[config.mk]
export PLATFORM = sky130hd
export DESIGN_NAME = fetch_queue_flat
export DESIGN_NICKNAME = d
export VERILOG_FILES = /design/src/rtl/fetch_queue_if.sv /design/src/rtl/fetch_queue.sv /design/src/flat_wrapper.sv
export SDC_FILE = /design/constraint.sdc
export NUM_CORES = 1
export LEC_CHECK = 0
export BUFFER_PORTS_ARGS = -buffer_cell sky130_fd_sc_hd__buf_2
export CAP_MARGIN = 20
export CORE_ASPECT_RATIO = 0.75
export CORE_MARGIN = 2
export CORE_UTILIZATION = 50
export CTS_CLUSTER_DIAMETER = 200
export DETAILED_ROUTE_END_ITERATION = 7
export PLACE_DENSITY_LB_ADDON = 0.08
export SLEW_MARGIN = 20
export SYNTH_ARGS = -nofsm -noshare
export SYNTH_HDL_FRONTEND = slang
export SYNTH_SLANG_ARGS = --single-unit
[constraint.sdc]
create_clock -name clk -period 2.7 [get_ports clk]
set_input_delay 0.405 -clock clk [delete_from_list [all_inputs] [get_ports clk]]
set_output_delay 0.405 -clock clk [all_outputs]
set_load 0.01 [all_outputs]
[src/rtl/fetch_queue_if.sv]
// fetch_queue_if: ROM request/response, redirect and decode-side dequeue signals of the fetch queue
interface fetch_queue_if #(
    parameter int ADDR_W = 32,
    parameter int DEPTH  = 4
);
    localparam int CW = $clog2(DEPTH + 1);
    logic              mem_en;
    logic [ADDR_W-1:0] mem_addr;
    logic [31:0]       mem_dout;
    logic              redirect_valid;
    logic [ADDR_W-1:0] redirect_pc;
    logic              deq_ready;
    logic              inst_valid;
    logic [31:0]       inst;
    logic [ADDR_W-1:0] inst_pc;
    logic [CW-1:0]     count;
    modport slave (
        output mem_en, mem_addr, inst_valid, inst, inst_pc, count,
        input  mem_dout, redirect_valid, redirect_pc, deq_ready
    );
    modport master (
        input  mem_en, mem_addr, inst_valid, inst, inst_pc, count,
        output mem_dout, redirect_valid, redirect_pc, deq_ready
    );
endinterface

[src/rtl/fetch_queue.sv]
// fetch_queue: sequential instruction fetcher feeding a credit-controlled FIFO, flushed by redirects
module fetch_queue #(
    parameter int                ADDR_W   = 32,
    parameter int                DEPTH    = 4,
    parameter logic [ADDR_W-1:0] RESET_PC = '0
) (
    input  logic          clk,
    input  logic          rst_n,
    fetch_queue_if.slave  io_fq
);
    localparam int PW = $clog2(DEPTH);
    localparam int CW = $clog2(DEPTH + 1);

    logic [ADDR_W-1:0] r_pc;
    logic [ADDR_W-1:0] r_fl_pc;
    logic              r_inflight;
    logic [PW-1:0]     r_wptr;
    logic [PW-1:0]     r_rptr;
    logic [CW-1:0]     r_count;
    logic [31:0]       r_inst_mem [DEPTH];
    logic [ADDR_W-1:0] r_pc_mem   [DEPTH];
    logic              w_redir;
    logic              w_issue;
    logic              w_enq;
    logic              w_deq;

    // count + inflight never exceeds DEPTH, so the sum fits in CW bits
    assign w_redir = io_fq.redirect_valid;
    assign w_issue = rst_n && !w_redir && ((r_count + CW'(r_inflight)) < CW'(DEPTH));
    assign w_enq   = r_inflight && !w_redir;
    assign w_deq   = (r_count != '0) && io_fq.deq_ready && !w_redir;

    assign io_fq.mem_en     = w_issue;
    assign io_fq.mem_addr   = r_pc;
    assign io_fq.inst_valid = (r_count != '0);
    assign io_fq.inst       = r_inst_mem[r_rptr];
    assign io_fq.inst_pc    = r_pc_mem[r_rptr];
    assign io_fq.count      = r_count;

    // Fetch PC and the single outstanding request; a redirect squashes the request in flight
    always_ff @(posedge clk or negedge rst_n) begin
        if (!rst_n) begin
            r_pc       <= RESET_PC;
            r_fl_pc    <= '0;
            r_inflight <= 1'b0;
        end else if (w_redir) begin
            r_pc       <= {io_fq.redirect_pc[ADDR_W-1:2], 2'b00};
            r_inflight <= 1'b0;
        end else begin
            r_inflight <= w_issue;
            if (w_issue) begin
                r_fl_pc <= r_pc;
                r_pc    <= r_pc + ADDR_W'(4);
            end
        end
    end

    // FIFO pointers and occupancy; simultaneous enqueue and dequeue cancel out
    always_ff @(posedge clk or negedge rst_n) begin
        if (!rst_n) begin
            r_wptr  <= '0;
            r_rptr  <= '0;
            r_count <= '0;
        end else if (w_redir) begin
            r_wptr  <= '0;
            r_rptr  <= '0;
            r_count <= '0;
        end else begin
            if (w_enq) r_wptr <= r_wptr + PW'(1);
            if (w_deq) r_rptr <= r_rptr + PW'(1);
            r_count <= r_count + CW'(w_enq) - CW'(w_deq);
        end
    end

    // FIFO storage: ROM word captured together with the PC that requested it
    always_ff @(posedge clk or negedge rst_n) begin
        if (!rst_n) begin
            for (int i = 0; i < DEPTH; i++) begin
                r_inst_mem[i] <= '0;
                r_pc_mem[i]   <= '0;
            end
        end else if (w_enq) begin
            r_inst_mem[r_wptr] <= io_fq.mem_dout;
            r_pc_mem[r_wptr]   <= r_fl_pc;
        end
    end
endmodule

[src/flat_wrapper.sv]
// flat-port wrapper written by rule: the top's interface ports become plain ports
module fetch_queue_flat 
#(
    parameter int                ADDR_W   = 32,
    parameter int                DEPTH    = 4,
    parameter logic [ADDR_W-1:0] RESET_PC = '0
)
  (clk, rst_n, io_fq_mem_en, io_fq_mem_addr, io_fq_inst_valid, io_fq_inst, io_fq_inst_pc, io_fq_count, io_fq_mem_dout, io_fq_redirect_valid, io_fq_redirect_pc, io_fq_deq_ready);
  fetch_queue_if #(.ADDR_W(ADDR_W), .DEPTH(DEPTH)) io_fq_i ();
  input  logic clk;
  input  logic rst_n;
  output wire logic [$bits(io_fq_i.mem_en)-1:0] io_fq_mem_en;
  output wire logic [$bits(io_fq_i.mem_addr)-1:0] io_fq_mem_addr;
  output wire logic [$bits(io_fq_i.inst_valid)-1:0] io_fq_inst_valid;
  output wire logic [$bits(io_fq_i.inst)-1:0] io_fq_inst;
  output wire logic [$bits(io_fq_i.inst_pc)-1:0] io_fq_inst_pc;
  output wire logic [$bits(io_fq_i.count)-1:0] io_fq_count;
  input wire logic [$bits(io_fq_i.mem_dout)-1:0] io_fq_mem_dout;
  input wire logic [$bits(io_fq_i.redirect_valid)-1:0] io_fq_redirect_valid;
  input wire logic [$bits(io_fq_i.redirect_pc)-1:0] io_fq_redirect_pc;
  input wire logic [$bits(io_fq_i.deq_ready)-1:0] io_fq_deq_ready;
  assign io_fq_mem_en = io_fq_i.mem_en;
  assign io_fq_mem_addr = io_fq_i.mem_addr;
  assign io_fq_inst_valid = io_fq_i.inst_valid;
  assign io_fq_inst = io_fq_i.inst;
  assign io_fq_inst_pc = io_fq_i.inst_pc;
  assign io_fq_count = io_fq_i.count;
  assign io_fq_i.mem_dout = io_fq_mem_dout;
  assign io_fq_i.redirect_valid = io_fq_redirect_valid;
  assign io_fq_i.redirect_pc = io_fq_redirect_pc;
  assign io_fq_i.deq_ready = io_fq_deq_ready;
  fetch_queue #(.ADDR_W(ADDR_W), .DEPTH(DEPTH), .RESET_PC(RESET_PC)) u_core (.clk(clk), .rst_n(rst_n), .io_fq(io_fq_i));
endmodule
; Word level (Yosys, flattened, before mapping)
; Index checks and enable logic that the tools add are counted.
[classes]
bitwise = 3
mux = 18
reduce_logical = 12
order_cmp = 4
n_addsub = 6
[ops]
columns = op, count
row1 = 128-bit bitwise mux, 2
row2 = 32-bit two-way mux, 7
row3 = 32-bit binary-select mux with 2-bit select, 2
row4 = 32-bit demux with 2-bit select, 1
row5 = 32-bit by 3-bit adder with 32-bit output (second input constant), 1
row6 = 2-bit two-way mux, 4
row7 = 3-bit by 1-bit adder with 3-bit output, 2
row8 = 3-bit greater-or-equal comparator (second input constant), 2
row9 = 1-bit logical AND, 6
row10 = 2-bit inverter with 3-bit output, 2
row11 = 2-bit nonzero test, 3
row12 = 2-bit by 1-bit adder with 2-bit output (second input constant), 2
row13 = 3-bit by 1-bit < comparator with 1-bit output (second input constant), 1
row14 = 3-bit < comparator (second input constant), 1
row15 = 3-bit two-way mux, 1
row16 = 3-bit nonzero test, 1
row17 = 3-bit by 1-bit subtractor with 3-bit output, 1
row18 = 2-bit AND reduction, 1
row19 = 1-bit logical NOT, 1
row20 = 1-bit two-way mux, 1
row21 = 1-bit inverter, 1
[word_totals]
out_inout_bits = 101
reg_bits = 328
in_bits = 68

; Logic depth before layout (Yosys ltp)
[logic_depth]
depth_word = 6
mapped_depth = 10
ltp_nobuf = 10

; Worst setup path after synthesis
; No wires, ideal clock.
[synth_path]
kind = flip-flop to flip-flop
startpoint = register u_core.r_count[1] (netlist: u_core.io_fq.count[1])
endpoint = register u_core.r_count[2] (netlist: u_core.io_fq.count[2])
stages_incl_launch_ff = 11
synth_period_minus_slack_ns = 2.245
setup_ns = 0.132
required_ns = 2.568
slack_ns = 0.455
arrival_ns = 2.113
path_cell_list = dfrtp_1 > or3_1 > nand2_1 > nor2_1 > ha_1 > inv_1 > ha_1 > inv_1 > fa_1 > xnor2_1 > nor2_1
[synth_between]
elab_chain_cells = 5
[synth_lines]
columns = item, line_no
row1 = start: declaration, fetch_queue.sv:19  ; logic [CW-1:0] r_count;
row2 = start signal: assignment, fetch_queue.sv:71  ; r_count <= r_count + CW'(w_enq) - CW'(w_deq);
row3 = 3-bit nonzero test, -
row4 = via io_fq_inst_valid, flat_wrapper.sv:14  ; output wire logic [$bits(io_fq_i.inst_valid)-1:0] io_fq_inst_valid;
row5 = 1-bit logical AND (2 in series), fetch_queue.sv:31  ; assign w_deq = (r_count != '0) && io_fq.deq_ready && !w_redir;
row6 = 3-bit by 1-bit subtractor with 3-bit output, fetch_queue.sv:71
row7 = 3-bit two-way mux, fetch_queue.sv:64  ; end else if (w_redir) begin
; The timed path passes the listed nets, and every way through them passes these cells.
; A chain may end at the register's enable or synchronous reset.

; Final worst setup path
[layout_path]
startpoint = register u_core.r_rptr[0]
endpoint = output port io_fq_inst_pc[15]
[layout_between]
elab_chain_cells = 4
[layout_lines]
columns = item, line_no
row1 = start: declaration, fetch_queue.sv:18  ; logic [PW-1:0] r_rptr;
row2 = start signal: assignment, fetch_queue.sv:70  ; if (w_deq) r_rptr <= r_rptr + PW'(1);
row3 = 2-bit inverter with 3-bit output (implied by the code), fetch_queue.sv:37  ; assign io_fq.inst_pc = r_pc_mem[r_rptr];
row4 = 32-bit binary-select mux with 2-bit select, fetch_queue.sv:37
row5 = 32-bit two-way mux (implied by the code) (2 in series), fetch_queue.sv:37
row6 = end: declaration, flat_wrapper.sv:16  ; output wire logic [$bits(io_fq_i.inst_pc)-1:0] io_fq_inst_pc;
; No other way between the ends. The select of a mux whose other input is x is not followed.

==> results.md <==
* Detailed Route Iter0 Violations at 340
* Die Y at between 100 and 150 um
* Crit path max-delay family: flip-flops
* CTS Sinks at 316
* Hold Crit Depth at 3
* Post-DP Area at approximately 0.015 mm^2
* Crit. End Element: primary output
* Final cell count without fillers at between 1.5k and 2k
* RSZ-0062 raised after global routing: false
* CTS Buffer Depth at 3
* Final Cycle Share at 0.9480
* Synth async-reset ratio at 1.000
* Minimum clock period at roughly 2.6 ns
* Reg clk slew, reported paths at approximately 0.060 ns
* Pint at 11.46 mW
* Rows at 53
* Pre-CTS setup slack at 0.4438 ns
* DRT Pass-1 Iters at 4
* # H-tree levels at 2
* CTS tree: yes
* Mean post-synth cell area at roughly 14 um^2
* Via count at between 8k and 9k
* Post-CTS sizing at 0
* Setup Viol. Count Final at 0
* CP Data Arrival Time at 2.15 ns
* Final WS setup at 0.1403 ns
* IO Count at 169
* WS Path Type: reg2out
* Max Slew Vio Count at 0
* EDFF count, synth at 0
* Worst-path cell chain: buf_12, mux4_2, buf_2
* Layout cells sized above 1 at 0.4808
* Max_cap viols at 0
* Number of global-route vias before repair at 9062
* Crit Path Max Fanout at 20
* Gate power share at 0.283
* Sequential-to-total area share from yosys stat at 0.5650
* Cell area after layout at 0.01654 mm^2
* Bufs and invs on worst path at 2
* Initial antenna violation count at 2
* Synth cell types at 42
* Leak at 7.972 nW
* Worst path depth at 3
* Pwr dens at between 900 and 1000 mW/mm^2
* Final Util at 0.5951
* Post-DR wirelength/cell at 20.06 um
* Setup bufs post-CTS at 0
* Starting Density at 0.5037
* Worst hold path type: in2reg
* Port Buffer Count at 162
* Synthesis-stage register bit count at 316
* CP max stage cell: dfrtp_4
* Slowest stage delay, CP at 0.64 ns
* Num CTS Buffers at 34
* Mapped Area at 0.01400 mm^2
* Crit path launch type: register
* Final clock skew at 0.01476 ns
* First-pass GRT wire length at 50740 um
* Req. time, crit path at 2.30 ns
* Total global routing overflow at 0
* Final #Nets at 1227
* Net Sw Power at 4.738 mW
* Largest net degree at the start of global routing at 105
* Worst vdd ir at 644.3 uV
* Hold Vio Cnt, Final at 0
* Sequential fraction of design power at 0.430
* Die width at 197.2 um
* Clock network fraction of total power at 0.287
* FMAX at 390.7 MHz
* Total negative slack at 0 ns
* R2R cell count at 10
* Synth Flop Type: dfrtp_1
* Dpl cells at ~1.5k
* Vias per cell at 5.562
* DRC violations left at 0
* GP Congestion at roughly 0.8
* Worst relative slew slack at 0.4298
* Core Region at 0.02779 mm^2
* YS warnings at 0
* Area Overhead vs Synth at 18.15%
* CTS Root Cell: clkbuf_16
* Synth Instances at 983
* Switching Share at 0.2925
* DRT Wirelength at 30730 um
* Hpwl dp at 19900 um
* DIE AREA at between 0.02 and 0.03 mm^2
* Status: complete, no violations
* Worst skew pair latency at 0.52 ns
* Worst slew pin tran at 0.8553 ns
* GRT Util Overall at 0.2215
* Post-route ant nets at 0
worst register-to-register path: stages (launching register included):
cell     delay [ns]
dfrtp_1        0.44
or3_1          0.43
nand2_1        0.12
nor2_1         0.05
ha_1           0.28
inv_1          0.06
ha_1           0.13
inv_1          0.05
fa_1           0.37
xnor2_1        0.16
nor2_1         0.07
metrics by stage:
| step | hold WS (ns) | power [mW] |
|---|---|---|
| after floorplan | 0.1094 | 9.848 |
| after global placement | 0.3072 | 11.56 |
| after detailed placement | 0.3049 | 11.69 |
| after CTS | 0.07658 | 16.43 |
| after global routing | 0.08854 | 17.17 |
| final | 0.09166 | 16.20 |
cells by family (layout without fill, tap and decap cells):
| family | count (synthesis) | after routing | share of synthesized area |
|---|---|---|---|
| other | 1 | 6 | 0.0002679 |
| buffers and inverters | 74 | 261 | 0.02163 |
| DFF | 316 | 316 | 0.5650 |
| and+or+nand+nor | 206 | 206 | 0.07098 |
| adders and majority gates | 8 | 8 | 0.007688 |
| muxes | 312 | 312 | 0.3007 |
| xor gates and xnor gates | 26 | 26 | 0.01681 |
| AOI/OAI and AO/OA | 40 | 40 | 0.01690 |
what timing repair did:
action,in CTS,in global routing
endpoints found under the hold margin,26,0
endpoints found under the setup margin,0,0
hold buffers,1,0
registers in the layout, indices dropped and copies added, names as in the netlist:
name	count
u_core.r_fl_pc	30
u_core.r_inst_mem	128
u_core.r_inflight	1
u_core.r_pc_mem	120
u_core.r_rptr	2
u_core.r_wptr	2
u_core.io_fq.count	3
u_core.io_fq.mem_addr	30
metal layers:
layer  vias up  global-route usage  part of all wire
li1       3883                   -                 -
met1      4445              0.3191              0.46
met2       152              0.3412              0.47
met3        39             0.05471             0.055
met4         2             0.05451             0.016
met5         -                   0           0.00042
synthesized netlist by cell type, types with 6 or more instances:
| cell | number | area share |
|---|---|---|
| o21ai_0 | 27 | 0.0097 |
| dfrtp_1 | 316 | 0.56 |
| mux4_2 | 62 | 0.10 |
| ha_1 | 7 | 0.0063 |
| clkbuf_1 | 48 | 0.013 |
| xnor2_1 | 10 | 0.0063 |
| nand2_1 | 122 | 0.033 |
| mux2_2 | 248 | 0.20 |
| inv_1 | 12 | 0.0032 |
| xor2_1 | 15 | 0.0094 |
| nor2_1 | 15 | 0.0040 |
| nand4_1 | 16 | 0.0072 |
| or3_1 | 6 | 0.0027 |
| buf_2 | 8 | 0.0029 |
| nand3_1 | 19 | 0.0068 |
path summary, 6_finish.rpt:
check	from	to	slack [ns]
worst max-delay path	u_core.r_rptr[0]	io_fq_inst_pc[15]	0.14
worst min-delay path	io_fq_redirect_pc[6]	u_core.io_fq.mem_addr[6]	0.09
worst max register to register	u_core.io_fq.count[1]	u_core.io_fq.count[2]	0.43
worst min register to register	u_core.r_inst_mem[57]	u_core.r_inst_mem[57]	0.50
max in group asynchronous	rst_n	u_core.r_inst_mem[105]	0.81
min in group asynchronous	rst_n	u_core.io_fq.mem_addr[31]	0.38
power groups by stage:
stage / registers [mW] / logic, mW / clock network (mW)
floorplan: 6.69 / 3.16 / 0
global placement: 6.99 / 4.57 / 0
detailed placement: 7.03 / 4.66 / 0
CTS: 6.97 / 4.68 / 4.78
global route: 7.17 / 5.02 / 4.99
finish: 6.97 / 4.58 / 4.65
cell usage in the layout (no fill, tap or decap), types with 16 or more instances in the layout:
cell type  synthesis  final
buf_2              8    161
buf_4              4     16
clkbuf_16          0     37
dfrtp_1          316    314
mux2_2           248    248
mux4_2            62     62
nand2_1          122    118
nand3_1           19     19
nand4_1           16     16
o21ai_0           27     27
area by class of cell:
| class | count | area (um^2) |
|---|---|---|
| clock buffer | 54 | 1080 |
| sequential | 316 | 7913 |
| fill | 2251 | 11250 |
| inverter | 13 | 48.80 |
| tap | 357 | 446.7 |
| clock inverter | 4 | 45.04 |
| antenna | 2 | 5.005 |
| timing repair buffer | 190 | 1171 |
| multi-input combinational | 596 | 5827 |
(Power assumes the default switching activity.)
